## src/rtl/dcache_line_writer.sv

```systemverilog
// dcache_line_writer: write-side front end of the data-cache line BRAM.
// Owns the single BRAM write port and feeds it from two sources:
//   - CPU store hits, written as a byte-enabled partial line write one cycle after acceptance.
//   - Memory refills, assembled beat by beat into a line buffer, then written as a full line.
// Every write-port output is registered so the BRAM sees clean, clock-aligned controls.
//
// Optional feature, enabled by defining DCACHE_STORE_MERGE_EN:
//   stores that hit the line being refilled are accepted during FILL and merged into the line
//   buffer; a per-byte merged mask keeps later refill beats from overwriting them, and the
//   merged bytes reach the BRAM as part of the commit write.

module dcache_line_writer #(
  parameter int unsigned DATA_WIDTH = 256,
  parameter int unsigned ADDR_WIDTH = 8,
  parameter int unsigned BEAT_WIDTH = 64,
  localparam int unsigned BEATS      = DATA_WIDTH / BEAT_WIDTH,
  localparam int unsigned NBYTES     = DATA_WIDTH / 8,
  localparam int unsigned WORD_SEL_W = $clog2(DATA_WIDTH / 32)
) (
  input  logic                  clock,
  input  logic                  aclr_n,
  // Refill control
  input  logic                  fill_start,
  input  logic [ADDR_WIDTH-1:0] fill_index,
  output logic                  fill_busy,
  output logic                  fill_done,
  // Refill beats
  input  logic                  mem_rvalid,
  input  logic [BEAT_WIDTH-1:0] mem_rdata,
  output logic                  mem_rready,
  // Store requests
  input  logic                  st_valid,
  output logic                  st_ready,
  input  logic [ADDR_WIDTH-1:0] st_index,
  input  logic [WORD_SEL_W-1:0] st_word,
  input  logic [31:0]           st_data,
  input  logic [3:0]            st_be,
  // BRAM write port
  output logic [ADDR_WIDTH-1:0] bram_wraddress,
  output logic [DATA_WIDTH-1:0] bram_data,
  output logic [NBYTES-1:0]     bram_byteena,
  output logic                  bram_wren
);

  localparam int unsigned WORDS = DATA_WIDTH / 32;
  localparam int unsigned CNT_W = (BEATS > 1) ? $clog2(BEATS) : 1;

  typedef enum logic [1:0] {
    StIdle,
    StFill,
    StCommit
  } state_e;

  state_e                state_q;
  logic [CNT_W-1:0]      cnt_q;
  logic [ADDR_WIDTH-1:0] fidx_q;
  logic [DATA_WIDTH-1:0] line_q;
  logic [DATA_WIDTH-1:0] line_d;

  logic                  beat_fire;
  logic                  last_beat;
  logic                  st_fire;
  logic [NBYTES-1:0]     st_byte_mask;
  logic [DATA_WIDTH-1:0] st_line_data;
  logic [DATA_WIDTH-1:0] beat_line_data;
  logic [DATA_WIDTH-1:0] beat_bit_mask;
  logic [DATA_WIDTH-1:0] beat_wmask;

`ifdef DCACHE_STORE_MERGE_EN
  logic [NBYTES-1:0]     merged_q;
  logic [NBYTES-1:0]     merged_d;
  logic [DATA_WIDTH-1:0] merged_bits;
  logic [DATA_WIDTH-1:0] st_bit_mask;
  logic [DATA_WIDTH-1:0] st_wmask;
  logic                  merge_fire;
`endif

  // Status outputs come straight from the state register, so they are glitch-free.
  assign fill_busy  = (state_q == StFill) || (state_q == StCommit);
  assign fill_done  = (state_q == StCommit);
  assign mem_rready = (state_q == StFill);

  // Store acceptance; forced low while reset is asserted.
`ifdef DCACHE_STORE_MERGE_EN
  assign st_ready = aclr_n && ((state_q == StIdle) ||
                               ((state_q == StFill) && (st_index == fidx_q)));
`else
  assign st_ready = aclr_n && (state_q == StIdle);
`endif

  assign beat_fire = (state_q == StFill) && mem_rvalid;
  assign last_beat = (cnt_q == CNT_W'(BEATS - 1));
  assign st_fire   = st_valid && st_ready;

  // Store bytes land in the 4-byte group of the selected word; data is replicated everywhere.
  assign st_byte_mask   = NBYTES'(st_be) << {st_word, 2'b00};
  assign st_line_data   = {WORDS{st_data}};
  assign beat_line_data = {BEATS{mem_rdata}};
  assign beat_bit_mask  = DATA_WIDTH'({BEAT_WIDTH{1'b1}}) << (BEAT_WIDTH * 32'(cnt_q));

`ifdef DCACHE_STORE_MERGE_EN
  assign merge_fire = st_fire && (state_q == StFill);

  // Expand per-byte masks to per-bit masks for the line buffer update.
  always_comb begin
    st_bit_mask = '0;
    merged_bits = '0;
    for (int unsigned b = 0; b < NBYTES; b++) begin
      st_bit_mask[8*b +: 8] = {8{st_byte_mask[b]}};
      merged_bits[8*b +: 8] = {8{merged_q[b]}};
    end
  end

  // Merged mask: cleared when a refill starts, grows with every merged store.
  always_comb begin
    merged_d = merged_q;
    if ((state_q == StIdle) && fill_start) begin
      merged_d = '0;
    end else if (merge_fire) begin
      merged_d = merged_q | st_byte_mask;
    end
  end

  // Merged-byte mask register.
  always_ff @(posedge clock or negedge aclr_n) begin
    if (!aclr_n) begin
      merged_q <= '0;
    end else begin
      merged_q <= merged_d;
    end
  end
`endif

  // Next line buffer: beat into its slot, then (merge build) a same-cycle store wins over it.
  always_comb begin
    beat_wmask = beat_fire ? beat_bit_mask : '0;
`ifdef DCACHE_STORE_MERGE_EN
    beat_wmask = beat_wmask & ~merged_bits;
    st_wmask   = merge_fire ? st_bit_mask : '0;
`endif
    line_d = (line_q & ~beat_wmask) | (beat_line_data & beat_wmask);
`ifdef DCACHE_STORE_MERGE_EN
    line_d = (line_d & ~st_wmask) | (st_line_data & st_wmask);
`endif
  end

  // Control FSM with registered BRAM write-port outputs.
  always_ff @(posedge clock or negedge aclr_n) begin
    if (!aclr_n) begin
      state_q        <= StIdle;
      cnt_q          <= '0;
      fidx_q         <= '0;
      line_q         <= '0;
      bram_wren      <= 1'b0;
      bram_wraddress <= '0;
      bram_data      <= '0;
      bram_byteena   <= '0;
    end else begin
      bram_wren <= 1'b0;
      line_q    <= line_d;
      unique case (state_q)
        StIdle: begin
          // A store and a refill start may both be taken in the same cycle.
          if (st_fire) begin
            bram_wren      <= 1'b1;
            bram_wraddress <= st_index;
            bram_data      <= st_line_data;
            bram_byteena   <= st_byte_mask;
          end
          if (fill_start) begin
            state_q <= StFill;
            fidx_q  <= fill_index;
            cnt_q   <= '0;
          end
        end
        StFill: begin
          if (beat_fire) begin
            if (last_beat) begin
              // Commit uses line_d so the final beat goes out in the same write.
              state_q        <= StCommit;
              cnt_q          <= '0;
              bram_wren      <= 1'b1;
              bram_wraddress <= fidx_q;
              bram_data      <= line_d;
              bram_byteena   <= '1;
            end else begin
              cnt_q <= cnt_q + 1'b1;
            end
          end
        end
        StCommit: begin
          state_q <= StIdle;
        end
        default: begin
          state_q <= StIdle;
        end
      endcase
    end
  end

endmodule
```

## config.mk

```make
export PLATFORM = sky130hd
export DESIGN_NAME = dcache_line_writer
export DESIGN_NICKNAME = d
export VERILOG_FILES = /design/src/rtl/dcache_line_writer.sv
export SDC_FILE = /design/constraint.sdc
export NUM_CORES = 1
export LEC_CHECK = 0
export BUFFER_PORTS_ARGS = -buffer_cell sky130_fd_sc_hd__buf_2
export CAP_MARGIN = 30
export CORE_ASPECT_RATIO = 0.8
export CORE_MARGIN = 1.5
export CORE_UTILIZATION = 40
export CTS_CLUSTER_DIAMETER = 150
export CTS_CLUSTER_SIZE = 25
export DETAILED_ROUTE_END_ITERATION = 12
export GPL_TIMING_DRIVEN = 1
export PLACE_DENSITY = 0.67
export SETUP_SLACK_MARGIN = 0.15
export SYNTH_ARGS = -nofsm -noshare
export SYNTH_HDL_FRONTEND = slang
export SYNTH_SLANG_ARGS = --single-unit
```

## constraint.sdc

```tcl
create_clock -name clock -period 1.96 [get_ports clock]
set_input_delay 0.392 -clock clock [delete_from_list [all_inputs] [get_ports clock]]
set_output_delay 0.392 -clock clock [all_outputs]
set_load 0.005 [all_outputs]
```

Word-level counts from Yosys, hierarchy flattened:

Cells that the tools add are included.

* register bits after elaboration: 565
* input bits: 124
* output and inout bits: 301

* $add $sub $neg: 1
* eq/ne operators: 7
* shifts and indexed selects: 2
* mux-type cells: 25
* bitwise gates (word level): 4
* reductions and logical operators: 10

Operators by type and width (count)
* $mux W256: 4
* $and A256 B256 Y256: 2
* $pmux W256 S2: 1
* $not A256 Y256: 1
* $or A256 B256 Y256: 1
* $shl A64 B8 Y256 const A: 1
* $mux W32: 3
* $pmux W32 S2: 1
* $shl A4 B5 Y32: 1
* $mux W8: 3
* $pmux W8 S2: 1
* $mux W2: 6
* $pmux W2 S2: 2
* $reduce_and A3 Y1: 2
* $eq A2 B2 Y1 const B: 2
* $ne A2 B1 Y1 const B: 2
* $ne A2 B2 Y1 const B: 2
* $reduce_and A4 Y1: 1
* $logic_and A1 B1 Y1: 3
* $mux W1: 3
* $add A2 B1 Y2 const B: 1
* $eq A2 B1 Y1 const B: 1
* $logic_not A2 Y1: 1
* $pmux W1 S2: 1
* other kinds (3): 3

Longest topological paths before layout:

* depth in word-level cells: 9
* gate-level depth with buffers: 10

Least setup slack after synthesis:

OpenSTA, ideal clock, no wires.

* kind: register to register
* from: reg state_q[0]
* to: reg bram_data[223]
* setup time: 0.122 ns
* data arrival time: 1.810 ns
* path slack: 0.028 ns
* stages on the path, launching flop included: 11
* path buffers: 5
* period minus slack after synthesis: 1.932 ns
* path through: dfrtp_1 -> inv_1 -> ha_1 -> buf_6 -> nand2b_1 -> buf_2 -> a21o_1 -> buf_6 -> buf_6 -> buf_6 -> a32o_1

* cells in the longest elaborated chain, start to end: 9

Ends and longest elaborated chain
* start: declaration: line 54 `state_e state_q;`
* start signal: assignment: line 150 `state_q <= StIdle;`
* start signal: assignment: line 171 `state_q <= StFill;`
* start signal: assignment: line 180 `state_q <= StCommit;`
* $eq A2 B1 Y1: line 91, 161
* $logic_and A1 B1 Y1: line 91 `assign beat_fire = (state_q == StFill) && mem_rvalid;`
* $mux W256: line 136 `beat_wmask = beat_fire ? beat_bit_mask : '0;`
* $not A256 Y256: line 141 `line_d = (line_q & ~beat_wmask) | (beat_line_data & beat_wmask);`
* $and A256 B256 Y256: line 141
* $or A256 B256 Y256: line 141
* $mux W256: line 178 `if (last_beat) begin`
* $mux W256: line 177 `if (beat_fire) begin`
* $pmux W256 S2: line 161 `unique case (state_q)`
* end signal: assignment: line 167 `bram_data <= st_line_data;`
* end signal: assignment: line 184 `bram_data <= line_d;`
* end: declaration: line 40 `output logic [DATA_WIDTH-1:0] bram_data,`

Several ways; a longest one is shown, not always the timed one. The select of a mux whose other input is x is not followed.
A chain may end at the register's enable or synchronous reset.

Final worst setup path:

* from: reg state_q[1]
* to: reg bram_data[43]

Same word-level chain as after synthesis.

==> flow_summary.yaml <==
synth:
  synth.most_common_cell: "dfrtp_1"
  synth_edf_count: 0
  synthSimpleGateAreaFrac_pct: 12.85
  synth_nets: 2199
  synth_common_cells: "565 x dfrtp_1, 260 x nand2_1, 256 x a32o_1"
  synth_xor_area_share_pct: 0
  synth-seq-cells: 565
  seq_area_frac_synth_pct: 55.20
  synth_cell_types: 39
  synth_top_family_by_area: "compound AO/OA/AOI/OAI gates"
  yosys.area.top_type: "dfrtp_1"
  postSynthAreaPerCell_sq_um: 12.40
  synthCells: 2066
  synth_area_sq_um: 25610
  yosys_most_used_dff: "dfrtp_1"
  synth_top_area_share_pct: 55.20
  synth-compound-area-share_pct: 14.02
  yosys.area_share.adder_pct: 0.4396
  synthMuxAreaShare_pct: 12.87
  async_flop_share_pct: 100.0
  ys_warn_count: 0
  netlist_top_cells_area: "dfrtp_1 55%, mux2_2 10%, a32o_1 10%"
placement:
  gp_congestion: 0.8566
  dp_slack_ns: -0.1044
  dp_hpwl_mm: 52.49
  place_area_sq_um: 29270
  port_buffers: 424
  dp_cells: 3256
setup_path:
  path_max_fanout: 13
  r2r_end: "bram_data[43]$_DFFE_PN0P_"
  r2r_start: "state_q[1]$_DFFE_PN0P_"
  cp.required_ns: 2.45
  rrSetupSlack_ns: -0.07
  reg2reg_depth: 7
  cp-startpoint: "state_q[1]$_DFFE_PN0P_"
  worstSetupEndpoint: "bram_data[43]$_DFFE_PN0P_"
  critPathCaptureType: "flop"
  cp.arrival_ns: 2.53
  timing_worst_setup_path_type: "flop to flop"
  start_kind: "flop"
route:
  via_count: 19750
  drc: 0
  wl_per_cell_microns: 24.77
  initialDrtViolationCount: 1970
  avgViaCountPerCell: 5.834
  ant_nets: 0
  dr.pass1.iters: 5
  wirelength_mm: 83.85
sta:
  finalHoldViolations: 0
  setup_viol: 194
  worstMarginPinSlew_ns: 0.9181
  relSlewSlack_pct: 38.80
  skew_ns: 0.02331
  finalCritPeriodShare_pct: 103.6
  clock.fmax_mhz: 492.5
  min_period_ns: 2.031
  timing.final.ws_setup_ns: -0.07064
  rsz0062_at_grt: "yes"
  slew_violations: 0
outcome:
  violations: "negative setup slack"
  status: "complete, but fails checks"
die:
  dieHeight_microns: 229.3
  die_w_microns: 285.9
  num_io_pins: 425
  start_util_pct: 40.66
  core_area_sq_um: 63000
  rows: 82
  die_area_sq_um: 65570
clocking:
  clk_pin_slew_ns: 0.11
  cts_tree: "yes"
  clk_latency_ns: 0.61
  cts-buffers-inserted: 26
  cts-htree-levels: 1
  clockRootBuffer: "clkbuf_16"
  cts_buffer_depth: 3
  cts.sinks: 565
power_and_ir_drop:
  powerDensity_nw_per_um2: 1715
  leakage_uw: 0.01402
  irDropWorstVdd_uv: 878.5
  total_power_uw: 54340
grt:
  grt_pass1_wl_mm: 124.9
  antenna_found_initial: 13
  grt_usage_pct: 24.63
  grt_remaining_overflow: 0
  first_global_vias: 20030
  grt_max_degree: 147
cells_and_area:
  fin_util_pct: 50.31
  stdcell_count: 3385
  nNetsFinal: 2669
  drive_gt1_share_pct: 38.25
  stdcell_area_sq_um: 31690
  area_delta_synth_final_pct: 23.73
run:
  maxCapViolations: 0
worst_hold_path:
  hold_path.class: "input port to asynchronous set/reset pin"
-- area by class of cell --
type,instances,area (sq um)
repair inverters,1,16.27
flip-flops and latches,565,14140
multi-input cells,1291,10610
repair buffers,614,5014
well taps,840,1051
clock inverters,1,11.26
clock buffers,27,675.6
inverters,37,157.7
diodes,9,22.52
fillers,5427,31300
-- per-layer routing --
layer  GRT usage [%]  vias to the layer above  wire [microns]
li1                -                     8574               -
met1           34.41                    10310           36410
met2           39.32                      734           39520
met3           4.661                      121            5823
met4           6.481                       12            2023
met5               0                        -              76
-- power breakdown --
group	total, uW	switching, uW	internal [uW]	leakage, uW
Clock	6210	3730	2480	0.000339
Sequential	20500	3180	17300	0.00699
Combinational	27600	13200	14400	0.00669
Total	54300	20100	34200	0.0140
-- cells by family after synthesis --
family,after synthesis
AO/OA/AOI/OAI,348
AND/OR/NAND/NOR,639
multiplexers,294
adder cells (fa/ha/maj),9
flip-flops,565
buffers and inverters,211
-- how the worst min path moves through the flow --
stage	start	to	slack, ns	depth (start not counted)
floorplan	aclr_n	bram_byteena[0]$_DFFE_PN0P_	0.1	0
detailed placement	aclr_n	bram_data[249]$_DFFE_PN0P_	0.20	1
global route	fill_index[2]	fidx_q[2]$_DFFE_PN0P_	0.01	2
CTS	fill_index[4]	fidx_q[4]$_DFFE_PN0P_	0.001	2
global placement	aclr_n	bram_data[185]$_DFFE_PN0P_	0.20	1
finish	aclr_n	bram_data[246]$_DFFE_PN0P_	0.02	3
-- state kept, by name, indices dropped and copies added, names as in the netlist --
register,cells
cnt_q,2
bram_byteena,32
bram_wren,1
state_q,2
bram_data,256
fidx_q,8
bram_wraddress,8
line_q,256
-- critical path: stages (launching register included) --
cell and delay (ns):
dfrtp_1 0.40, inv_2 0.12, ha_4 0.23, buf_12 0.18, inv_16 0.07, bufbuf_16 0.30, or3_1 0.35, a32o_1 0.25
-- metrics by stage --
| stage | hold WS, ns | setup TNS (ns) |
|---|---|---|
| final | 0.01885 | -4.571 |
| after global routing | 0.01047 | -30.45 |
| after CTS | 0.0009657 | -3.720 |
| after detailed placement | 0.2030 | -8.266 |
| after global placement | 0.2029 | -5.560 |
| after floorplan | 0.09641 | 0 |
-- timing repair --
action | CTS | global route
endpoints found under the hold margin | 35 | 0
buffers inserted | 50 | 7
cloned | 16 | 11
resized for setup | 60 | 74
setup endpoints to repair | 380 | 560
hold buffers | 8 | 0
pin swaps | 26 | 20
-- cell usage in the layout (no fill, tap or decap), types with 8 or more instances in the layout --
| cell type | instances |
|---|---|
| a2111oi_0 | 20 |
| buf_12 | 57 |
| diode_2 | 9 |
| nor2_1 | 34 |
| buf_16 | 19 |
| clkbuf_16 | 35 |
| buf_4 | 61 |
| buf_2 | 421 |
| nand2_1 | 260 |
| a21oi_1 | 33 |
| mux2i_1 | 10 |
| or3_1 | 238 |
| mux2_4 | 8 |
| a211oi_4 | 32 |
| mux2_1 | 46 |
| mux2_2 | 228 |
| nor2b_2 | 25 |
| inv_1 | 34 |
| dlygate4sd3_1 | 8 |
| buf_6 | 35 |
| a32o_1 | 255 |
| or3_4 | 17 |
| dfrtp_1 | 564 |
| nor2b_1 | 42 |
(Power assumes the default switching activity.)
